File: src/rtl/ahb_refill_ctrl_if.sv
// AHB-Lite read-only master bundle used by the refill sequencer.
interface ahb_refill_ctrl_if;
  logic [31:0] haddr;
  logic [1:0]  htrans;
  logic [2:0]  hburst;
  logic [2:0]  hsize;
  logic        hwrite;
  logic [31:0] hrdata;
  logic        hready;
  logic        hresp;

  modport master (output haddr, htrans, hburst, hsize, hwrite,
                  input  hrdata, hready, hresp);
  modport slave  (input  haddr, htrans, hburst, hsize, hwrite,
                  output hrdata, hready, hresp);
endinterface

File: src/rtl/ahb_refill_ctrl.sv
// I-cache line refill sequencer: one miss at a time, fetched as a pipelined
// AHB read burst; words are returned with their index inside the line.
module ahb_refill_ctrl #(
  parameter int LINE_WORDS = 4
) (
  input  logic                          clk,
  input  logic                          rstn,
  input  logic                          miss_req,
  input  logic [31:0]                   miss_addr,
  output logic                          miss_ack,
  output logic                          fill_valid,
  output logic [$clog2(LINE_WORDS)-1:0] fill_idx,
  output logic [31:0]                   fill_data,
  output logic                          fill_done,
  output logic                          bus_err,
  ahb_refill_ctrl_if.master             ahb
);
  localparam int IW  = $clog2(LINE_WORDS);
  localparam int CW  = IW + 1;
  localparam int OFS = IW + 2;
  localparam logic [CW-1:0] NW   = CW'(LINE_WORDS);
  localparam logic [CW-1:0] LAST = CW'(LINE_WORDS - 1);
  localparam logic [1:0] T_IDLE = 2'b00, T_NONSEQ = 2'b10, T_SEQ = 2'b11;

  typedef enum logic [1:0] {S_IDLE, S_XFER, S_ERR} state_t;

  state_t        state_q, state_d;
  logic [31:0]   base_q, haddr_q, haddr_c;
  logic [CW-1:0] addr_cnt, data_cnt;
  logic          data_pend;
  logic [1:0]    htrans_c;
  logic          addr_acc, data_cap;

  assign ahb.haddr  = haddr_c;
  assign ahb.htrans = htrans_c;
  assign ahb.hburst = (LINE_WORDS == 4) ? 3'b011 : 3'b001;
  assign ahb.hsize  = 3'b010;
  assign ahb.hwrite = 1'b0;

  // Address beat taken when the bus is ready and we are driving a transfer;
  // data beat captured only on an OKAY completion while in the burst.
  assign addr_acc = ahb.hready && (htrans_c != T_IDLE);
  assign data_cap = (state_q == S_XFER) && data_pend && ahb.hready && !ahb.hresp;

  // State register
  always_ff @(posedge clk or negedge rstn) begin
    if (!rstn) state_q <= S_IDLE;
    else       state_q <= state_d;
  end

  // Next state plus address-phase drive; haddr parks on its last value when idle
  always_comb begin
    state_d  = state_q;
    htrans_c = T_IDLE;
    haddr_c  = haddr_q;
    case (state_q)
      S_IDLE: if (miss_req) state_d = S_XFER;
      S_XFER: begin
        if (addr_cnt < NW) begin
          htrans_c = (addr_cnt == '0) ? T_NONSEQ : T_SEQ;
          haddr_c  = base_q + {{(30-CW){1'b0}}, addr_cnt, 2'b00};
        end
        if (data_pend && ahb.hready && !ahb.hresp && data_cnt == LAST)
          state_d = S_IDLE;
        else if (data_pend && !ahb.hready && ahb.hresp)
          state_d = S_ERR;
      end
      S_ERR: if (ahb.hready) state_d = S_IDLE;
      default: state_d = S_IDLE;
    endcase
  end

  // Request latch, beat counters, data capture and status pulses
  always_ff @(posedge clk or negedge rstn) begin
    if (!rstn) begin
      base_q     <= '0;
      haddr_q    <= '0;
      addr_cnt   <= '0;
      data_cnt   <= '0;
      data_pend  <= 1'b0;
      miss_ack   <= 1'b0;
      fill_valid <= 1'b0;
      fill_idx   <= '0;
      fill_data  <= '0;
      fill_done  <= 1'b0;
      bus_err    <= 1'b0;
    end else begin
      miss_ack   <= 1'b0;
      fill_valid <= 1'b0;
      fill_done  <= 1'b0;
      bus_err    <= 1'b0;
      haddr_q    <= haddr_c;
      if (state_q == S_IDLE && miss_req) begin
        base_q   <= {miss_addr[31:OFS], {OFS{1'b0}}};
        addr_cnt <= '0;
        data_cnt <= '0;
        miss_ack <= 1'b1;
      end
      // Wait states freeze the pipeline flag; a ready idle cycle clears it
      if (ahb.hready) data_pend <= addr_acc;
      if (addr_acc) addr_cnt <= addr_cnt + 1'b1;
      if (data_cap) begin
        fill_data  <= ahb.hrdata;
        fill_idx   <= data_cnt[IW-1:0];
        fill_valid <= 1'b1;
        fill_done  <= (data_cnt == LAST);
        data_cnt   <= data_cnt + 1'b1;
      end
      if (state_q == S_ERR && ahb.hready) bus_err <= 1'b1;
    end
  end
endmodule

File: src/flat_wrapper.sv
// flat-port wrapper written by rule: the top's interface ports become plain ports
module ahb_refill_ctrl_flat 
#(
  parameter int LINE_WORDS = 4
)
  (clk, rstn, miss_req, miss_addr, miss_ack, fill_valid, fill_idx, fill_data, fill_done, bus_err, ahb_haddr, ahb_htrans, ahb_hburst, ahb_hsize, ahb_hwrite, ahb_hrdata, ahb_hready, ahb_hresp);
  ahb_refill_ctrl_if ahb_i ();
  input  logic clk;
  input  logic rstn;
  input  logic miss_req;
  input  logic [31:0] miss_addr;
  output logic miss_ack;
  output logic fill_valid;
  output logic [$clog2(LINE_WORDS)-1:0] fill_idx;
  output logic [31:0] fill_data;
  output logic fill_done;
  output logic bus_err;
  output wire logic [$bits(ahb_i.haddr)-1:0] ahb_haddr;
  output wire logic [$bits(ahb_i.htrans)-1:0] ahb_htrans;
  output wire logic [$bits(ahb_i.hburst)-1:0] ahb_hburst;
  output wire logic [$bits(ahb_i.hsize)-1:0] ahb_hsize;
  output wire logic [$bits(ahb_i.hwrite)-1:0] ahb_hwrite;
  input wire logic [$bits(ahb_i.hrdata)-1:0] ahb_hrdata;
  input wire logic [$bits(ahb_i.hready)-1:0] ahb_hready;
  input wire logic [$bits(ahb_i.hresp)-1:0] ahb_hresp;
  assign ahb_haddr = ahb_i.haddr;
  assign ahb_htrans = ahb_i.htrans;
  assign ahb_hburst = ahb_i.hburst;
  assign ahb_hsize = ahb_i.hsize;
  assign ahb_hwrite = ahb_i.hwrite;
  assign ahb_i.hrdata = ahb_hrdata;
  assign ahb_i.hready = ahb_hready;
  assign ahb_i.hresp = ahb_hresp;
  ahb_refill_ctrl #(.LINE_WORDS(LINE_WORDS)) u_core (.clk(clk), .rstn(rstn), .miss_req(miss_req), .miss_addr(miss_addr), .miss_ack(miss_ack), .fill_valid(fill_valid), .fill_idx(fill_idx), .fill_data(fill_data), .fill_done(fill_done), .bus_err(bus_err), .ahb(ahb_i));
endmodule
File: config.mk
export PLATFORM = sky130hd
export DESIGN_NAME = ahb_refill_ctrl_flat
export DESIGN_NICKNAME = d
export VERILOG_FILES = /design/src/rtl/ahb_refill_ctrl_if.sv /design/src/rtl/ahb_refill_ctrl.sv /design/src/flat_wrapper.sv
export SDC_FILE = /design/constraint.sdc
export NUM_CORES = 1
export LEC_CHECK = 0
export BUFFER_PORTS_ARGS = -buffer_cell sky130_fd_sc_hd__buf_2
export CELL_PAD_IN_SITES_DETAIL_PLACEMENT = 2
export CELL_PAD_IN_SITES_GLOBAL_PLACEMENT = 2
export CORE_AREA = 4 4 128 130
export CTS_BUF_LIST = sky130_fd_sc_hd__clkbuf_16
export DETAILED_ROUTE_END_ITERATION = 8
export DIE_AREA = 0 0 132 134
export GPL_ROUTABILITY_DRIVEN = 1
export GPL_TIMING_DRIVEN = 0
export PLACE_DENSITY_LB_ADDON = 0.1
export SLEW_MARGIN = 30
export SYNTH_ARGS = -nofsm -noshare
export SYNTH_HDL_FRONTEND = slang
export SYNTH_SLANG_ARGS = --single-unit
File: constraint.sdc
create_clock -name clk -period 1.5 [get_ports clk]
set_input_delay 0.3 -clock clk [delete_from_list [all_inputs] [get_ports clk]]
set_output_delay 0.3 -clock clk [all_outputs]
set_load 0.01 [all_outputs]
==> results of run 1 <==
## state kept, by name (all words and copies together) (netlist names)
register	count
u_core.fill_valid	1
u_core.data_pend	1
u_core.state_q	2
u_core.miss_ack	1
u_core.data_cnt	3
u_core.fill_data	32
u_core.haddr_q	32
u_core.fill_done	1
u_core.fill_idx	2
u_core.addr_cnt	3
u_core.base_q	28
u_core.bus_err	1
## cell usage after synthesis (all sizes together) (2+ instances only)
cell,n,area [um^2]
nand2,88,330.3
clkbuf,3,11.26
mux2,64,739.5
nor2b,5,33.78
mux2i,4,40.04
buf,19,151.4
dfrtp,107,2678
conb,2,7.510
ha,4,50.05
o21ai,3,15.01
nor2,2,7.510
inv,8,30.03
nand3,3,15.01
## worst min-delay path, stage by stage
cell	delay, ns
buf_2	0.08
nand2_1	0.04
nand2_1	0.04
## area by class of cell
| class | count | area share, % |
|---|---|---|
| tap | 188 | 3.525 |
| sequential | 107 | 40.14 |
| inverter | 8 | 0.5249 |
| multi-input combinational | 188 | 24.03 |
| clock inverter | 6 | 0.3750 |
| timing repair buffer | 191 | 24.15 |
| buffer | 18 | 3.881 |
| clock buffer | 9 | 3.375 |
## stage by stage
stage                     setup slack (ns)  area [um^2]  cells  utilization [%]
after floorplan                    -0.1163         4334    325                -
after global placement              -1.201         5250    649            34.66
after detailed placement           -0.4711         5288    650            34.91
after CTS                          -0.6996         6559    711            43.30
after global routing               -0.7599         6674    715            44.06
final                              -0.6912         6674    715            44.06
## cell families after synthesis
logic type                 count (synthesis)  share of synthesized area [%]
AOI/OAI and AO/OA                          6                         0.9258
adders and majority gates                  4                          1.195
buffers and inverters                     30                          4.600
DFF                                      107                          63.92
muxes                                     68                          18.61
other                                      2                         0.1793
and+or+nand+nor                          103                          10.57
## final timing paths
| path | start | to | slack (ns) | cells past startpoint |
|---|---|---|---|---|
| min in group asynchronous | rstn | u_core.fill_data[16] | 0.46 | 2 |
| worst max-delay path | u_core.state_q[1] | ahb_haddr[11] | -0.69 | 7 |
| max in group asynchronous | rstn | u_core.haddr_q[9] | 0.42 | 3 |
| worst min register to register | u_core.base_q[12] | u_core.base_q[12] | 0.48 | 2 |
| worst max register to register | u_core.state_q[1] | u_core.fill_data[13] | -0.55 | 11 |
| worst min-delay path | miss_addr[12] | u_core.base_q[12] | 0.14 | 3 |
## per-layer routing
layer	GRT usage [%]	up-vias	share of wire, %	wire length [um]
li1	-	1436	-	-
met1	17.24	1578	44	5193
met2	22.66	92	50	5894
met3	3.526	11	5.3	630
met4	4.726	0	1.4	165
met5	0	-	0	0
## what timing repair did
item	4_1_cts	5_1_grt
cloned	10	0
pin swaps	3	5
gates resized for setup	115	46
endpoints found under the setup margin	131	134
buffers inserted	35	13
hold buffers	1	0
endpoints found under the hold margin	51	0
## power groups by stage
stage                     clock network (mW)  registers, mW  logic, mW
final                                   2.12           4.85       8.28
after global placement                     0           4.79       5.51
after floorplan                            0           4.96       3.39
after global routing                    2.37           5.02       8.90
after CTS                               2.23           4.84       8.24
after detailed placement                   0           4.87       5.62
==> impl_metrics.json, run 1 <==
{
  "yosysSeqAreaShare_pct": 63.92,
  "clkTransAtPathRegs_ns": 0.07,
  "die_y_um": 134,
  "grt_setup_unrepaired": "yes",
  "grt.overflow.total": 0,
  "ios": 148,
  "leakagePower_nw": 3.446,
  "portBuffers": 136,
  "hpwlAfterDp_um": 7719,
  "crit_family": "buffers and inverters",
  "cpPeakStageDelay_ns": 0.43,
  "nets": 596,
  "fmax_mhz": 456.4,
  "fin_crit_sh_pct": 146.1,
  "fin_ws_ns": -0.6912,
  "power_frac_clock_pct": 13.9,
  "rows": 45,
  "multi_input_area_mm2": 0.001604,
  "first_pass_iters": 4,
  "synth_flop_cell": "dfrtp_1",
  "vias": 3117,
  "ant_nets": 0,
  "synth_area_mm2": 0.004189,
  "regArea_mm2": 0.002679,
  "mostFrequentLayoutCells": "buf_2, dfrtp_1, nand2_1, buf_6, mux2_4",
  "synth_edf_count": 0,
  "core_mm2": 0.01515,
  "status": "finished with violations",
  "routedWlPerCell_um": 16.62,
  "hold_ws_ns": 0.1433,
  "cts_root_buf": "clkbuf_16",
  "crit_required_ns": 1.20,
  "cts_made_buffers": 9,
  "vias_per_cell": 4.359,
  "synth.avg_cell_area_um2": 13.09,
  "total_power_mw": 15.25,
  "synthCells": 320,
  "path_class": "reg2out",
  "hold_violations": 0,
  "async_flop_share_pct": 100.0,
  "grt.total_usage_pct": 13.61,
  "endpoint_kind": "output port",
  "die_area_mm2": 0.01769,
  "hold_path_class": "in2reg",
  "yosysWarnings": 0,
  "internal-power_mw": 10.30,
  "fillers": 1520,
  "finalWorstPathRequiredPeriod_ns": 2.191,
  "slowest_stage": "dfrtp_2",
  "p_per_area_mw_per_mm2": 2285,
  "violations": "setup timing",
  "insertion_delay_ns": 0.34,
  "drt_iter0_drc": 76,
  "h-tree-depth": 3,
  "comb_power_share_pct": 54.3,
  "critical_path_arrival_ns": 1.89,
  "grt_pass1_vias": 3559,
  "clock-sinks": 107,
  "start_kind": "flop",
  "synth_seq_cells": 107,
  "fin_tns_setup_ns": -51.52,
  "power_frac_seq_pct": 31.8,
  "start_util_pct": 27.66,
  "yosysUniqueCellTypes": 27,
  "drive_gt1_share_pct": 60.53,
  "grt_max_degree": 57,
  "die_width_um": 132,
  "antenna_cells": 0,
  "antenna_found_initial": 0,
  "syn2layout_area_growth_pct": 59.32,
  "drc_errors": 0,
  "path_max_fanout": 5,
  "crit_buf_inv": 4,
  "wirelength_um": 11880,
  "place_congestion": 0.7225,
  "swShare_pct": 32.48,
  "grt_pass1_wl_um": 19080,
  "ir_worst_vdd_uv": 778.7,
  "switchingPower_mw": 4.953,
  "cts_tree": "yes",
  "report.final.slew_viol_count": 0,
  "drv_cap": 0,
  "crit_path_cell_trace": "nor2b_4 > nor2b_4 > buf_6 > buf_12 > buf_12 > mux2_4 > buf_6",
  "cts_buffer_depth": 2,
  "fin_skew_ns": 0.004524,
  "finalSetupViolCount": 125,
  "layout_commonest_cell": "buf_2"
}
(Power assumes the default switching activity.)
==> inputs of run 2 (changes only) <==
CORE_AREA = 4 4 134 124   (was 4 4 128 130)
DIE_AREA = 0 0 138 128   (was 0 0 132 134)
SKIP_LAST_GASP = 1   (was unset)
clock period = 1.85 ns   (was 1.5 ns; I/O delays follow)
==> impl_metrics.json, run 2 (synthesis gave the netlist of run 1 again) <==
{
  "cts_tree": "yes",
  "hold_violations": 0,
  "clock-sinks": 107,
  "hpwlAfterDp_um": 7618,
  "fin_crit_sh_pct": 120.3,
  "die_area_mm2": 0.01766,
  "slowest_stage": "dfrtp_2",
  "die_y_um": 128,
  "leakagePower_nw": 3.183,
  "mostFrequentLayoutCells": "dfrtp_1, buf_2, nand2_1, buf_6, mux2_4",
  "first_pass_iters": 3,
  "endpoint_kind": "output port",
  "ant_nets": 0,
  "dp.cells": 664,
  "startpoint": "u_core.state_q[1]",
  "comb_power_share_pct": 52.0,
  "routedWlPerCell_um": 15.98,
  "drive_gt1_share_pct": 52.89,
  "crit_path_cell_trace": "nor2b_4 > nor2b_4 > buf_6 > buf_12 > buf_12 > mux2_4 > buf_6",
  "grt.total_usage_pct": 13.04,
  "ir_worst_vdd_uv": 689.7,
  "power_frac_clock_pct": 15.7,
  "finalSetupViolCount": 34,
  "clkTransAtPathRegs_ns": 0.07,
  "pre_cts_slack_ns": -0.3258,
  "cts_root_buf": "clkbuf_16",
  "wirelength_um": 11230,
  "fin_skew_ns": 0.007615,
  "hold_path_class": "in2reg",
  "cts_made_buffers": 9,
  "cts_buffer_depth": 2,
  "syn2layout_area_growth_pct": 46.33,
  "report.final.slew_viol_count": 0,
  "portBuffers": 136,
  "layout_commonest_cell": "dfrtp_1",
  "grt_setup_unrepaired": "yes",
  "rows": 43,
  "grt_max_degree": 58,
  "critical_path_arrival_ns": 1.86,
  "grt.overflow.total": 0,
  "start_kind": "flop",
  "swShare_pct": 32.26,
  "drt_iter0_drc": 47,
  "power_frac_seq_pct": 32.3,
  "drc_errors": 0,
  "hp-start": "miss_addr[13]",
  "h-tree-depth": 3,
  "antenna_found_initial": 0,
  "place_congestion": 0.7111,
  "r2r_slack_ns": 0.10,
  "insertion_delay_ns": 0.35,
  "antenna_cells": 0,
  "vias_per_cell": 4.206,
  "vias": 2957,
  "core_mm2": 0.01517,
  "ios": 148,
  "switchingPower_mw": 3.893,
  "grt_pass1_wl_um": 18290,
  "fin_cells": 703,
  "die_width_um": 138,
  "crit_required_ns": 1.48,
  "cpPeakStageDelay_ns": 0.43,
  "status": "finished with violations",
  "start_util_pct": 27.61,
  "path_class": "reg2out",
  "reg.largest.list": "u_core.fill_data (32), u_core.haddr_q (32), u_core.base_q (28)",
  "path_max_fanout": 8,
  "nets": 569,
  "grt_pass1_vias": 3442,
  "internal-power_mw": 8.173,
  "p_per_area_mw_per_mm2": 1969,
  "drv_cap": 0,
  "finalWorstPathRequiredPeriod_ns": 2.226,
  "reg2reg_from": "u_core.state_q[0]",
  "violations": "setup timing",
  "fmax_mhz": 449.2,
  "fin_ws_ns": -0.3762,
  "hold_ws_ns": 0.2099
}
## run 2: routing by layer
metal | GRT usage (%) | share of wire, %
met5 | 0 | 0
met4 | 3.835 | 1.3
met1 | 16.30 | 44
met2 | 21.41 | 49
met3 | 4.662 | 6.2
## run 2: path summary, 6_finish.rpt
check                                           to  cells past startpoint
worst min register to register   u_core.base_q[14]                      2
worst max-delay path                 ahb_haddr[28]                      7
min in group asynchronous        u_core.fill_valid                      2
worst min-delay path             u_core.base_q[13]                      3
worst max register to register  u_core.addr_cnt[1]                      7
max in group asynchronous        u_core.haddr_q[8]                      3
## run 2: area by class of cell
type	instances	area [um^2]
tap	202	252.7
multi-input combinational	188	1478
fill	1604	9042
clock buffer	9	225.2
buffer	21	202.7
clock inverter	7	62.56
sequential	107	2679
timing repair buffer	161	1200
inverter	8	30.03
## run 2: critical path, delay by kind of cell, from the launching register on
kind | cells | cell delay (ns)
simple gates | 2 | 0.26
buf+inv | 4 | 0.50
mux | 1 | 0.32
flops | 1 | 0.43
## run 2: metrics by stage
| step | TNS, ns | utilization [%] | area (um^2) | power (mW) |
|---|---|---|---|---|
| floorplan | 0 | - | 4208 | 6.304 |
| global placement | -103.39 | 33.89 | 5141 | 7.842 |
| detailed placement | -7.954 | 34.13 | 5179 | 8.041 |
| CTS | -12.76 | 39.92 | 6057 | 12.10 |
| global route | -14.53 | 40.40 | 6130 | 12.95 |
| finish | -11.83 | 40.40 | 6130 | 12.07 |
## run 2: what timing repair did
action                                  CTS  global route
buffers inserted                         14             7
gates resized for setup                  88            11
hold endpoints to repair                 50             0
hold buffers                              1             0
endpoints found under the setup margin   34            54
gates cloned                              2             0
## run 2: power by group through the flow
stage,registers (mW),logic [mW],clock network (mW)
2_1_floorplan,4.00,2.31,0
3_5_place_dp,3.93,4.12,0
5_1_grt,4.04,6.83,2.07
3_3_place_gp,3.84,4.00,0
4_1_cts,3.91,6.22,1.97
6_report,3.90,6.28,1.89
